$ cat src/rtl/fb_fetch_if.sv
// fb_fetch_if: single-port framebuffer SRAM bus between the fetch client and the sram block.
// The master modport drives the SRAM request; the slave modport returns read data.
interface fb_fetch_if #(
  parameter int unsigned ADDR_WIDTH = 16,
  parameter int unsigned DATA_WIDTH = 8
) ();

  logic [ADDR_WIDTH-1:0] o_sram_addr;
  logic                  o_sram_write;
  logic [DATA_WIDTH-1:0] o_sram_data;
  logic [DATA_WIDTH-1:0] i_sram_data;

  modport master (
    output o_sram_addr,
    output o_sram_write,
    output o_sram_data,
    input  i_sram_data
  );

  modport slave (
    input  o_sram_addr,
    input  o_sram_write,
    input  o_sram_data,
    output i_sram_data
  );

endinterface

$ cat src/rtl/fb_fetch.sv
// fb_fetch: streams framebuffer pixels from SRAM into a prefetch FIFO and interleaves host writes.
// Define FB_FETCH_UNDERRUN_EN to add the sticky o_underrun flag.
module fb_fetch #(
  parameter int unsigned ADDR_WIDTH = 16,
  parameter int unsigned DATA_WIDTH = 8,
  parameter int unsigned FB_DEPTH   = 19200,
  parameter int unsigned FIFO_DEPTH = 4
) (
  input  logic                  i_clk,
  input  logic                  i_rst_n,
  input  logic                  i_frame_start,
  input  logic                  i_pix_req,
  output logic [DATA_WIDTH-1:0] o_pix,
  output logic                  o_pix_valid,
  input  logic                  i_wr_req,
  input  logic [ADDR_WIDTH-1:0] i_wr_addr,
  input  logic [DATA_WIDTH-1:0] i_wr_data,
  output logic                  o_wr_ack,
`ifdef FB_FETCH_UNDERRUN_EN
  output logic                  o_underrun,
`endif
  fb_fetch_if.master            sram
);

  localparam int unsigned PTR_W = $clog2(FIFO_DEPTH);
  localparam int unsigned CNT_W = PTR_W + 1;
  localparam int unsigned OCC_W = CNT_W + 1;
  localparam logic [ADDR_WIDTH-1:0] LAST_ADDR = ADDR_WIDTH'(FB_DEPTH - 1);

  typedef enum logic [1:0] {
    OP_IDLE  = 2'd0,
    OP_READ  = 2'd1,
    OP_WRITE = 2'd2
  } op_e;

  logic [ADDR_WIDTH-1:0] rd_addr_q,    rd_addr_d;
  logic [PTR_W-1:0]      rd_ptr_q,     rd_ptr_d;
  logic [PTR_W-1:0]      wr_ptr_q,     wr_ptr_d;
  logic [CNT_W-1:0]      count_q,      count_d;
  logic [1:0]            inflight_q,   inflight_d;
  logic                  valid_q,      valid_d;
  logic [ADDR_WIDTH-1:0] sram_addr_q,  sram_addr_d;
  logic                  sram_write_q, sram_write_d;
  logic [DATA_WIDTH-1:0] sram_data_q,  sram_data_d;
  logic                  wr_ack_q,     wr_ack_d;
  logic [DATA_WIDTH-1:0] fifo_q [FIFO_DEPTH];

  op_e              op_c;
  logic [OCC_W-1:0] occ_c;
  logic             urgent_c;
  logic             space_c;
  logic             wr_ok_c;
  logic             push_c;
  logic             pop_c;

  // Occupancy counts reads already issued so the FIFO can never overflow.
  always_comb begin
    occ_c    = OCC_W'(count_q) + OCC_W'(inflight_q[0]) + OCC_W'(inflight_q[1]);
    urgent_c = (occ_c < OCC_W'(2));
    space_c  = (occ_c < OCC_W'(FIFO_DEPTH));
    wr_ok_c  = i_wr_req & ~wr_ack_q;
    push_c   = inflight_q[1] & ~i_frame_start;
    pop_c    = i_pix_req & valid_q & ~i_frame_start;
  end

  // Arbiter: a starving display beats the host; the host beats opportunistic prefetch.
  always_comb begin
    op_c = OP_IDLE;
    if (urgent_c && space_c && !i_frame_start) begin
      op_c = OP_READ;
    end else if (wr_ok_c) begin
      op_c = OP_WRITE;
    end else if (space_c && !i_frame_start) begin
      op_c = OP_READ;
    end
  end

  always_comb begin
    rd_addr_d    = rd_addr_q;
    rd_ptr_d     = rd_ptr_q;
    wr_ptr_d     = wr_ptr_q;
    count_d      = count_q;
    inflight_d   = {inflight_q[0], (op_c == OP_READ)};
    sram_addr_d  = sram_addr_q;
    sram_write_d = 1'b0;
    sram_data_d  = sram_data_q;
    wr_ack_d     = 1'b0;

    unique case (op_c)
      OP_READ: begin
        sram_addr_d = rd_addr_q;
        rd_addr_d   = (rd_addr_q == LAST_ADDR) ? '0 : rd_addr_q + ADDR_WIDTH'(1);
      end
      OP_WRITE: begin
        sram_addr_d  = i_wr_addr;
        sram_data_d  = i_wr_data;
        sram_write_d = 1'b1;
        wr_ack_d     = 1'b1;
      end
      default: ;
    endcase

    if (push_c) begin
      wr_ptr_d = wr_ptr_q + PTR_W'(1);
    end
    if (pop_c) begin
      rd_ptr_d = rd_ptr_q + PTR_W'(1);
    end
    count_d = count_q + CNT_W'(push_c) - CNT_W'(pop_c);

    // Frame restart drops everything queued or in flight; a host write may still proceed.
    if (i_frame_start) begin
      rd_addr_d  = '0;
      rd_ptr_d   = '0;
      wr_ptr_d   = '0;
      count_d    = '0;
      inflight_d = '0;
    end

    valid_d = (count_d != '0);
  end

  always_ff @(posedge i_clk or negedge i_rst_n) begin
    if (!i_rst_n) begin
      rd_addr_q    <= '0;
      rd_ptr_q     <= '0;
      wr_ptr_q     <= '0;
      count_q      <= '0;
      inflight_q   <= '0;
      valid_q      <= 1'b0;
      sram_addr_q  <= '0;
      sram_write_q <= 1'b0;
      sram_data_q  <= '0;
      wr_ack_q     <= 1'b0;
    end else begin
      rd_addr_q    <= rd_addr_d;
      rd_ptr_q     <= rd_ptr_d;
      wr_ptr_q     <= wr_ptr_d;
      count_q      <= count_d;
      inflight_q   <= inflight_d;
      valid_q      <= valid_d;
      sram_addr_q  <= sram_addr_d;
      sram_write_q <= sram_write_d;
      sram_data_q  <= sram_data_d;
      wr_ack_q     <= wr_ack_d;
    end
  end

  // Storage needs no reset: the head is masked to zero while the FIFO is empty.
  always_ff @(posedge i_clk) begin
    if (push_c) begin
      fifo_q[wr_ptr_q] <= sram.i_sram_data;
    end
  end

`ifdef FB_FETCH_UNDERRUN_EN
  logic underrun_q, underrun_d;

  // Sticky flag; a starved pop in the restart cycle still sets it.
  always_comb begin
    underrun_d = underrun_q;
    if (i_frame_start) begin
      underrun_d = 1'b0;
    end
    if (i_pix_req && !valid_q) begin
      underrun_d = 1'b1;
    end
  end

  always_ff @(posedge i_clk or negedge i_rst_n) begin
    if (!i_rst_n) begin
      underrun_q <= 1'b0;
    end else begin
      underrun_q <= underrun_d;
    end
  end

  assign o_underrun = underrun_q;
`endif

  assign o_pix            = valid_q ? fifo_q[rd_ptr_q] : '0;
  assign o_pix_valid      = valid_q;
  assign o_wr_ack         = wr_ack_q;
  assign sram.o_sram_addr  = sram_addr_q;
  assign sram.o_sram_write = sram_write_q;
  assign sram.o_sram_data  = sram_data_q;

endmodule
$ cat src/flat_wrapper.sv
// flat-port wrapper written by rule: the top's interface ports become plain ports
module fb_fetch_flat 
#(
  parameter int unsigned ADDR_WIDTH = 16,
  parameter int unsigned DATA_WIDTH = 8,
  parameter int unsigned FB_DEPTH   = 19200,
  parameter int unsigned FIFO_DEPTH = 4
)
  (i_clk, i_rst_n, i_frame_start, i_pix_req, o_pix, o_pix_valid, i_wr_req, i_wr_addr, i_wr_data, o_wr_ack, sram_o_sram_addr, sram_o_sram_write, sram_o_sram_data, sram_i_sram_data);
  fb_fetch_if #(.ADDR_WIDTH(ADDR_WIDTH), .DATA_WIDTH(DATA_WIDTH)) sram_i ();
  input  logic i_clk;
  input  logic i_rst_n;
  input  logic i_frame_start;
  input  logic i_pix_req;
  output logic [DATA_WIDTH-1:0] o_pix;
  output logic o_pix_valid;
  input  logic i_wr_req;
  input  logic [ADDR_WIDTH-1:0] i_wr_addr;
  input  logic [DATA_WIDTH-1:0] i_wr_data;
  output logic o_wr_ack;
  output wire logic [$bits(sram_i.o_sram_addr)-1:0] sram_o_sram_addr;
  output wire logic [$bits(sram_i.o_sram_write)-1:0] sram_o_sram_write;
  output wire logic [$bits(sram_i.o_sram_data)-1:0] sram_o_sram_data;
  input wire logic [$bits(sram_i.i_sram_data)-1:0] sram_i_sram_data;
  assign sram_o_sram_addr = sram_i.o_sram_addr;
  assign sram_o_sram_write = sram_i.o_sram_write;
  assign sram_o_sram_data = sram_i.o_sram_data;
  assign sram_i.i_sram_data = sram_i_sram_data;
  fb_fetch #(.ADDR_WIDTH(ADDR_WIDTH), .DATA_WIDTH(DATA_WIDTH), .FB_DEPTH(FB_DEPTH), .FIFO_DEPTH(FIFO_DEPTH)) u_core (.i_clk(i_clk), .i_rst_n(i_rst_n), .i_frame_start(i_frame_start), .i_pix_req(i_pix_req), .o_pix(o_pix), .o_pix_valid(o_pix_valid), .i_wr_req(i_wr_req), .i_wr_addr(i_wr_addr), .i_wr_data(i_wr_data), .o_wr_ack(o_wr_ack), .sram(sram_i));
endmodule
$ cat config.mk
export PLATFORM = sky130hd
export DESIGN_NAME = fb_fetch_flat
export DESIGN_NICKNAME = d
export VERILOG_FILES = /design/src/rtl/fb_fetch_if.sv /design/src/rtl/fb_fetch.sv /design/src/flat_wrapper.sv
export SDC_FILE = /design/constraint.sdc
export NUM_CORES = 1
export LEC_CHECK = 0
export CAP_MARGIN = 10
export CORE_ASPECT_RATIO = 2
export CORE_MARGIN = 2
export CORE_UTILIZATION = 52
export DETAILED_ROUTE_END_ITERATION = 8
export HOLD_SLACK_MARGIN = 0.08
export PLACE_DENSITY = 0.76
export SETUP_SLACK_MARGIN = 0.02
export SLEW_MARGIN = 40
export SYNTH_ARGS = -nofsm -noshare
export SYNTH_HDL_FRONTEND = slang
export SYNTH_SLANG_ARGS = --single-unit
$ cat constraint.sdc
create_clock -name i_clk -period 3.6 [get_ports i_clk]
set_input_delay 0.9 -clock i_clk [delete_from_list [all_inputs] [get_ports i_clk]]
set_output_delay 0.9 -clock i_clk [all_outputs]
set_load 0.02 [all_outputs]
# Yosys cells after proc, flatten, opt, wreduce, memory -nomap -nowiden
# Memories as Yosys holds them, arrays and structs flattened.
# Index checks and enable logic that the tools add are counted.
totals:
  reg_bits: 51
  mem_bits_rw: 32
  input_bits: 37
  output_inout_bits: 35
  elab_cells: 54
  memories: 1
op_classes:
  addsub: 7
  magnitude_cmp: 2
  eq_ne: 3
  muxes: 17
  n_bitwise: 6
  n_reduce_logical: 9
memory_table:
  columns: ["name", "depth", "width", "rd", "rd_clocked_by_memory_dff", "wr", "line_no", "source"]
  rows:
  - ["u_core.fifo_q", 4, 8, 1, 0, 1, "fb_fetch.sv:46", "logic [DATA_WIDTH-1:0] fifo_q [FIFO_DEPTH];"]
op_table:
  columns: ["cell", "n"]
  rows:
  - ["16-bit two-way mux", 3]
  - ["16-bit one-hot mux with 2 select lines", 1]
  - ["16-bit by 1-bit adder with 16-bit output, second input constant", 1]
  - ["16-bit by 15-bit equality test with 1-bit output, second input constant", 1]
  - ["2-bit two-way mux", 7]
  - ["8-bit two-way mux", 1]
  - ["2-bit nonzero test", 4]
  - ["2-bit by 1-bit adder with 2-bit output, second input constant", 2]
  - ["3-bit by 1-bit adder with 4-bit output", 1]
  - ["4-bit by 1-bit adder with 4-bit output", 1]
  - ["1-bit bitwise AND", 4]
  - ["4-bit by 2-bit less-than comparator with 1-bit output, second input constant", 1]
  - ["4-bit by 3-bit less-than comparator with 1-bit output, second input constant", 1]
  - ["1-bit two-way mux", 4]
  - ["3-bit by 1-bit adder with 3-bit output", 1]
  - ["1-bit logical AND", 3]
  - ["3-bit two-way mux", 1]
  - ["3-bit nonzero test", 1]
  - ["3-bit by 1-bit subtractor with 3-bit output", 1]
  - ["2-bit by 1-bit equality test with 1-bit output, second input constant", 1]
  - ["2-bit equality test, second input constant", 1]
  - ["1-bit inverter", 2]
  - ["1-bit zero test", 1]

# Logic depth before layout (Yosys ltp)
# Gate-level depths: netlist of the first run.
depth:
  word_depth: 10
  ltp_mapped: 12
  depth_no_buf: 11

# Worst setup path before layout of the first run
# No wires, ideal clock.
synth_timing:
  kind: "register to register"
  from: "reg u_core.inflight_q[1]"
  to: "reg u_core.rd_addr_q[11]"
  setup_ps: 82
  t_arrival_ps: 2911
  t_required_ps: 3518
  path_slack_ps: 607
  path_stages_with_launch: 13
  n_path_buf: 2
  synth_period_minus_slack_ps: 2993
  path_cell_list: "dfrtp_1 > ha_1 > a21o_1 > ha_1 > and3b_1 > a2111o_1 > nand3b_1 > ha_1 > nor2b_1 > buf_2 > buf_1 > nand3_1 > a31oi_1"
synth_between:
  elab_chain_len: 8
  word_cells_on_any_way: 11
synth_rtl:
  columns: ["element", "line_no", "source"]
  rows:
  - ["from (decl)", "fb_fetch.sv:40", "logic [1:0] inflight_q, inflight_d;"]
  - ["from (signal assigned)", "fb_fetch.sv:140", "inflight_q <= inflight_d;"]
  - ["4-bit by 1-bit adder with 4-bit output (*)", "fb_fetch.sv:58", "occ_c = OCC_W'(count_q) + OCC_W'(inflight_q[0]) + OCC_W'(inflight_q[1]);"]
  - ["4-bit by 3-bit less-than comparator with 1-bit output", "fb_fetch.sv:60", "space_c = (occ_c < OCC_W'(FIFO_DEPTH));"]
  - ["1-bit logical AND", "fb_fetch.sv:73", "end else if (space_c && !i_frame_start) begin"]
  - ["1-bit two-way mux", "fb_fetch.sv:73", null]
  - ["2-bit two-way mux", "fb_fetch.sv:71", "end else if (wr_ok_c) begin"]
  - ["2-bit two-way mux (*)", "fb_fetch.sv:69", "if (urgent_c && space_c && !i_frame_start) begin"]
  - ["2-bit by 1-bit equality test with 1-bit output (*)", "fb_fetch.sv:89", "unique case (op_c)"]
  - ["2-bit nonzero test (no line) (*)", null, null]
  - ["to (signal assigned)", "fb_fetch.sv:136", "rd_addr_q <= rd_addr_d;"]
  - ["to (decl)", "fb_fetch.sv:36", "logic [ADDR_WIDTH-1:0] rd_addr_q, rd_addr_d;"]
# Mark *: on every way between the ends. The rest lies on a longest branch, timed or not.
# A chain may end at the register's enable or synchronous reset.

# Final worst setup path of the first run
layout_timing:
  from: "reg u_core.rd_ptr_q[0]"
  to: "out o_pix[0]"
layout_between:
  elab_chain_len: 2
layout_rtl:
  columns: ["element", "line_no", "source"]
  rows:
  - ["from (decl)", "fb_fetch.sv:37", "logic [PTR_W-1:0] rd_ptr_q, rd_ptr_d;"]
  - ["from (signal assigned)", "fb_fetch.sv:137", "rd_ptr_q <= rd_ptr_d;"]
  - ["memory 4 x 8 bit", null, null]
  - ["8-bit two-way mux", "fb_fetch.sv:181", "assign o_pix = valid_q ? fifo_q[rd_ptr_q] : '0;"]
  - ["to (decl)", "flat_wrapper.sv:15", "output logic [DATA_WIDTH-1:0] o_pix;"]
# Every way passes these cells.

==> flow_summary_export.csv, run 1 <==
group,metric,value,unit
critical_path,path_cells,"mux4_2 -> and2_1 -> clkdlybuf4s50_1",
sta,hold_ws,0.483,ns
clocking,htreeDepth,3,
power,switching_share,29.0,%
critical_path,crit_type,"reg2out",
job,maxCapViolCount,0,
critical_path,cp-end-kind,"output pin",
floorplanning,fp.dieArea,8140,um^2
synth,synth_flop_cell,"dfrtp_1",
power,power.density,579,nW/um^2
synth,yosys.area.top_type,"dfrtp_1",
drt,viasPerCell,5.69,
clocking,cts_tree,"yes",
global_route,grt_pass1_vias,2757,
clocking,cts_hold_buf,0,
clocking,numCtsBuffers,9,
sta,drv_slew,0,
synth,synth.cells.most_frequent,"51 x dfrtp_1, 32 x edfxtp_1, 28 x nand2_1, 21 x o21ai_0, 17 x mux2i_1",
finish,layout.cells.non_filler,477,
power,power.net_switching,834,uW
power,intPower,2040,uW
synth,synth_seq_cells,83,
finish,nNetsFinal,431,
finish,fin_util,68.9,%
synth,syn-cell-area,3840,um^2
critical_path,regToRegSetupSlack,0.46,ns
drt,antenna_left,0,
critical_path,required,2.70,ns
placed_design,place.gp.congestion,0.841,
clocking,clkLatencyLatePin,0.33,ns
floorplanning,rows,44,
synth,synth.avg_cell_area,12.6,um^2
floorplanning,die_width,64.8,um
global_route,antenna_found_initial,0,
critical_path,crit_path_start_kind,"register",
global_route,grt_pass1_wl,13500,um
finish,layout-drive-gt1-share,12.7,%
hold_path,min_to,"u_core.sram.o_sram_addr[10]$_DFFE_PN0P_",
synth,synth_nets,355,
placed_design,hpwl,6090,um
finish,nFillCells,539,
global_route,grt_usage,22.3,%
synth,seq_area_frac_synth,58.2,%
synth,synthCells,304,
synth,synth_edf_count,32,
critical_path,crit_path_max_fanout,10,
synth,synth_cell_types,51,
clocking,path_clk_slew,0.06,ns
hold_path,hold_start,"u_core.sram.o_sram_addr[10]$_DFFE_PN0P_",
sta,maxSlewHeadroom,58.5,%
global_route,grt_max_degree,40,
sta,fin_crit_sh,90.6,%
floorplanning,die_h,126,um
sta,rsz0062_at_grt,"no",
hold_path,worstHoldPathType,"reg2reg",
sta,fin_worst_skew,0.00518,ns
drt,via_count,2716,
floorplanning,core_region_area,7210,um^2
placed_design,portBuffers,71,
global_route,overflow,0,
power,peakVddDrop,432,uV
drt,first_iter_violations,100,
critical_path,cp_num_buf_inv,1,
hold_path,holdPathStages,2,
sta,max_freq,0.307,GHz
sta,timing.setup.tns,0,ns
clocking,cts_resized,0,
drt,drc,0,
run_status,status,"complete, no violations",
finish,num_antenna_cells,0,
critical_path,crit_family,"flip-flops",
synth,synth_top_area_share,33.2,%
sta,setup_viol,0,
drt,drtPass1Iterations,4,
critical_path,cp_slowest_cell,"dfrtp_1",
clocking,clock_path_buffers,2,
floorplanning,start_util,53.3,%
critical_path,r2r_start,"u_core.inflight_q[1]$_DFF_PN0_",
critical_path,max_stage_delay,0.73,ns
drt,routedWlPerCell,17.3,um
placed_design,dp.cells,461,
clocking,cts.sinks,83,
synth,synth_most_common_cell,"dfrtp_1",
synth,synth.area.top_cells,"dfrtp_1 33%, edfxtp_1 25%, mux4_2 4.7%",
power,leakage,0.00194,uW
synth,ys_warn_count,0,
drt,totalWireLength,8230,um
floorplanning,io_pins,72,
critical_path,reg2reg_depth,11,
synth,async_flop_share,61.4,%
critical_path,startpoint,"u_core.rd_ptr_q[0]$_DFFE_PN0P_",
finish,area_growth,29.3,%
clocking,post_cts_buffers,0,
sta,hold_viol,0,
critical_path,r2r_end,"u_core.rd_addr_q[7]$_DFFE_PN0P_",
critical_path,arrival,2.36,ns
power,clockPowerShare,30.3,%
clocking,cts_root_buffer,"clkbuf_16",
power,comb_power_share,28.2,%
sta,tightest_slew,0.614,ns
power,power_frac_seq,41.5,%
sta,fin_crit,3.26,ns
## sequential cells by signal (all words and copies together) (netlist names)
name	flops
u_core.sram.o_sram_write	1
u_core.sram.o_sram_addr	16
u_core.count_q	3
u_core.o_pix_valid	1
u_core.rd_addr_q	16
u_core.inflight_q	2
u_core.rd_ptr_q	2
u_core.sram.o_sram_data	8
u_core.fifo_q	32
u_core.wr_ptr_q	2
## metrics by stage
step / power (uW) / area [um^2] / setup WS (ns)
after floorplan: 1630 / 3840 / 0.607
after global placement: 2010 / 4680 / 0.344
after detailed placement: 2030 / 4690 / 0.265
after CTS: 2910 / 4970 / 0.279
after global routing: 3020 / 4970 / 0.218
final: 2880 / 4970 / 0.339
## power groups by stage
stage / clock (uW) / sequential [uW] / combinational [uW]
finish: 872 / 1200 / 811
detailed placement: 0 / 1220 / 816
global route: 930 / 1220 / 874
global placement: 0 / 1210 / 804
CTS: 890 / 1200 / 822
floorplan: 0 / 1300 / 332
## tightest hold or removal path, delay by kind of cell (launching register included)
family           cells  cell delay, ns
AND/OR/NAND/NOR      1            0.05
flip-flops           1            0.34
AO/OA/AOI/OAI        1            0.06
## cell type report
| cell class | instances | area [um^2] | area share, % |
|---|---|---|---|
| Multi-Input combinational cell | 193 | 1490 | 30.0 |
| Timing Repair Buffer | 81 | 796 | 16.0 |
| Clock buffer | 10 | 229 | 4.61 |
| Sequential cell | 83 | 2240 | 45.0 |
| Inverter | 12 | 45.0 | 0.906 |
| Clock inverter | 6 | 56.3 | 1.13 |
| Tap cell | 92 | 115 | 2.32 |
## how the worst max path moves through the flow
stage                                                   to  depth (start not counted)  slack (ns)
after floorplan           u_core.rd_addr_q[11]$_DFFE_PN0P_                         12        0.61
after global routing                              o_pix[0]                          3        0.22
final                                             o_pix[0]                          3        0.34
after global placement     u_core.rd_addr_q[7]$_DFFE_PN0P_                          9        0.34
after CTS                                         o_pix[0]                          3        0.28
after detailed placement   u_core.rd_addr_q[7]$_DFFE_PN0P_                          9        0.26
## cells in the final DEF, fill, tap and decap left out, drive strengths merged, types with 11 or more instances in the layout
cell,count
buf,11
and2,12
ha,13
nor2,11
edfxtp,32
mux2i,17
o21ai,21
clkdlybuf4s50,70
dfrtp,51
inv,12
nand2,28
## per-layer routing
metal / global-route usage (%) / wire (um) / vias up / part of all wire [%]
li1: - / - / 1266 / -
met1: 23.6 / 2850 / 1368 / 35
met2: 41.9 / 4910 / 68 / 60
met3: 4.32 / 309 / 14 / 3.8
met4: 8.39 / 164 / 0 / 2.0
met5: 0 / 0 / - / 0
## logic make-up after synthesis
kind of cell | after synthesis | share of synthesized area (%)
simple gates | 92 | 13.4
flops | 83 | 58.2
compound gates | 48 | 7.84
mux | 33 | 11.5
buf+inv | 28 | 2.99
fa+ha+maj | 14 | 4.75
xor+xnor | 6 | 1.37
(Power assumes the default switching activity.)
==> run 2: changes to the inputs <==
- GPL_ROUTABILITY_DRIVEN: default -> 0
==> results of run 2 <==
The final DEF is identical to that of run 1; final timing and power are the same.
==> run 3: changes to the inputs <==
- CELL_PAD_IN_SITES_DETAIL_PLACEMENT: default -> 1
- CELL_PAD_IN_SITES_GLOBAL_PLACEMENT: default -> 2
- CORE_UTILIZATION: 52 -> 35
- SKIP_LAST_GASP: default -> 1
==> run 3 against run 2 <==
- final cell count rose by 10%
- routed wire length increased by 21%
- die area rose by 46%
- fmax shrank 0.31%
- register-to-register slack got worse by 0.02 ns
- non-clock buffer count did not move
- flip-flop and latch count is the same
- clock skew increased by 0.00060 ns
- global-route usage fell by 4.1 points
- first-iteration DRC count grew 8.0%
- sequential power barely moved
- largest cell class unchanged
- highest routed layer unchanged
==> flow_summary_export.csv, run 3 (synthesized netlist as in run 1, its figures left out) <==
group,metric,value,unit
run_status,status,"complete, no violations",
global_route,grt_pass1_vias,2996,
finish,largest-register,"u_core.fifo_q",
critical_path,crit_family,"flip-flops",
drt,viasPerCell,5.15,
global_route,grt_max_degree,27,
sta,fin_crit,3.27,ns
floorplanning,io_pins,72,
critical_path,crit_path_start_kind,"register",
power,power.density,597,nW/um^2
floorplanning,rows,54,
critical_path,cp_slowest_cell,"dfrtp_1",
placed_design,portBuffers,71,
critical_path,cp-end-kind,"output pin",
sta,setup_ws,0.329,ns
drt,drtPass1Iterations,4,
sta,setup_viol,0,
job,maxCapViolCount,0,
sta,rsz0062_at_grt,"no",
clocking,numCtsBuffers,9,
finish,nFillCells,1163,
finish,nNetsFinal,431,
clocking,cts_resized,0,
critical_path,required,2.70,ns
sta,drv_slew,0,
critical_path,arrival,2.37,ns
floorplanning,start_util,35.6,%
sta,hold_viol,0,
floorplanning,die_h,152,um
floorplanning,die_width,78.1,um
finish,layout_common_cells,"70 x clkdlybuf4s50_1, 51 x dfrtp_1, 32 x edfxtp_1",
finish,largest_reg_flops,32,
global_route,grt_usage,18.2,%
sta,maxSlewHeadroom,58.7,%
global_route,antenna_found_initial,0,
hold_path,worstHoldPathType,"in2async",
floorplanning,core_region_area,10800,um^2
floorplanning,fp.dieArea,11900,um^2
finish,layout.cells.non_filler,525,
clocking,path_clk_slew,0.06,ns
power,leakage,0.00196,uW
drt,routedWlPerCell,18.9,um
sta,fin_crit_sh,90.9,%
clocking,clkLatencyLatePin,0.34,ns
drt,drc,0,
clocking,htreeDepth,3,
global_route,grt_pass1_wl,16300,um
drt,via_count,2703,
clocking,post_cts_buffers,0,
critical_path,cp_num_buf_inv,1,
sta,max_freq,0.306,GHz
clocking,cts_tree,"yes",
finish,fin_util,47.0,%
critical_path,crit_type,"reg2out",
sta,timing.setup.tns,0,ns
finish,layout_commonest_cell,"clkdlybuf4s50_1",
sta,tightest_slew,0.620,ns
placed_design,pre_cts_ws,0.319,ns
drt,antenna_left,0,
finish,area_growth,32.2,%
sta,fin_worst_skew,0.00579,ns
clocking,cts.sinks,83,
power,peakVddDrop,289,uV
drt,first_iter_violations,108,
finish,num_antenna_cells,0,
placed_design,dp.cells,509,
finish,layout-drive-gt1-share,13.2,%
clocking,cts_root_buffer,"clkbuf_16",
clocking,cts_hold_buf,0,
drt,totalWireLength,9930,um
clocking,clock_path_buffers,2,
global_route,overflow,0,
critical_path,path_cells,"mux4_2 -> and2_1 -> clkdlybuf4s50_1",
critical_path,crit_path_max_fanout,10,
critical_path,max_stage_delay,0.74,ns
placed_design,hpwl,7550,um
## run 3: cell types whose count changed in the layout (fill, tap and decap cells not counted), sizes merged
cell | previous run | this run
bufinv | 1 | 2
clkinv | 4 | 2
clkinvlp | 1 | 2
## run 3: area by class of cell
cell class	instances	area [um^2]	share of cell area [%]
timing repair buffer	81	806	15.9
clock buffer	10	239	4.70
clock inverter	6	88.8	1.75
tap	140	175	3.45
multi-input combinational	193	1490	29.4
inverter	12	45.0	0.886
sequential	83	2240	44.0
## run 3: stage by stage
stage	power [uW]	instance area, um^2	hold slack (ns)
finish	3030	5080	0.420
global route	3180	5080	0.421
CTS	3080	5080	0.416
detailed placement	2070	4760	0.479
global placement	2040	4760	0.467
floorplan	1630	3840	0.465
## run 3: per-layer routing
metal	vias up	wire length, um	GRT usage (%)	share of wire (%)
met5	-	0	0	0
met4	0	189	6.68	1.9
met3	14	273	3.55	2.7
met2	49	6010	35.6	61
met1	1378	3460	18.2	35
li1	1262	-	-	-
## run 3: final timing paths
path                                                         startpoint                                 endpoint  slack, ns  cells past startpoint
worst min register to register  u_core.sram.o_sram_addr[15]$_DFFE_PN0P_  u_core.sram.o_sram_addr[15]$_DFFE_PN0P_       0.49                      2
worst max register to register           u_core.inflight_q[1]$_DFF_PN0_          u_core.rd_addr_q[7]$_DFFE_PN0P_       0.44                     11
worst min-delay path                                            i_rst_n          u_core.rd_addr_q[3]$_DFFE_PN0P_       0.42                      1
max in group asynchronous                                       i_rst_n   u_core.sram.o_sram_data[4]$_DFFE_PN0N_       2.55                      2
min in group i_clk              u_core.sram.o_sram_addr[15]$_DFFE_PN0P_  u_core.sram.o_sram_addr[15]$_DFFE_PN0P_       0.49                      2
worst max-delay path                     u_core.rd_ptr_q[0]$_DFFE_PN0P_                                 o_pix[4]       0.33                      3
## run 3: power by group
part	total (uW)	internal, uW	switching (uW)
registers	1200	1100	101
clock network	996	626	370
logic	835	419	416
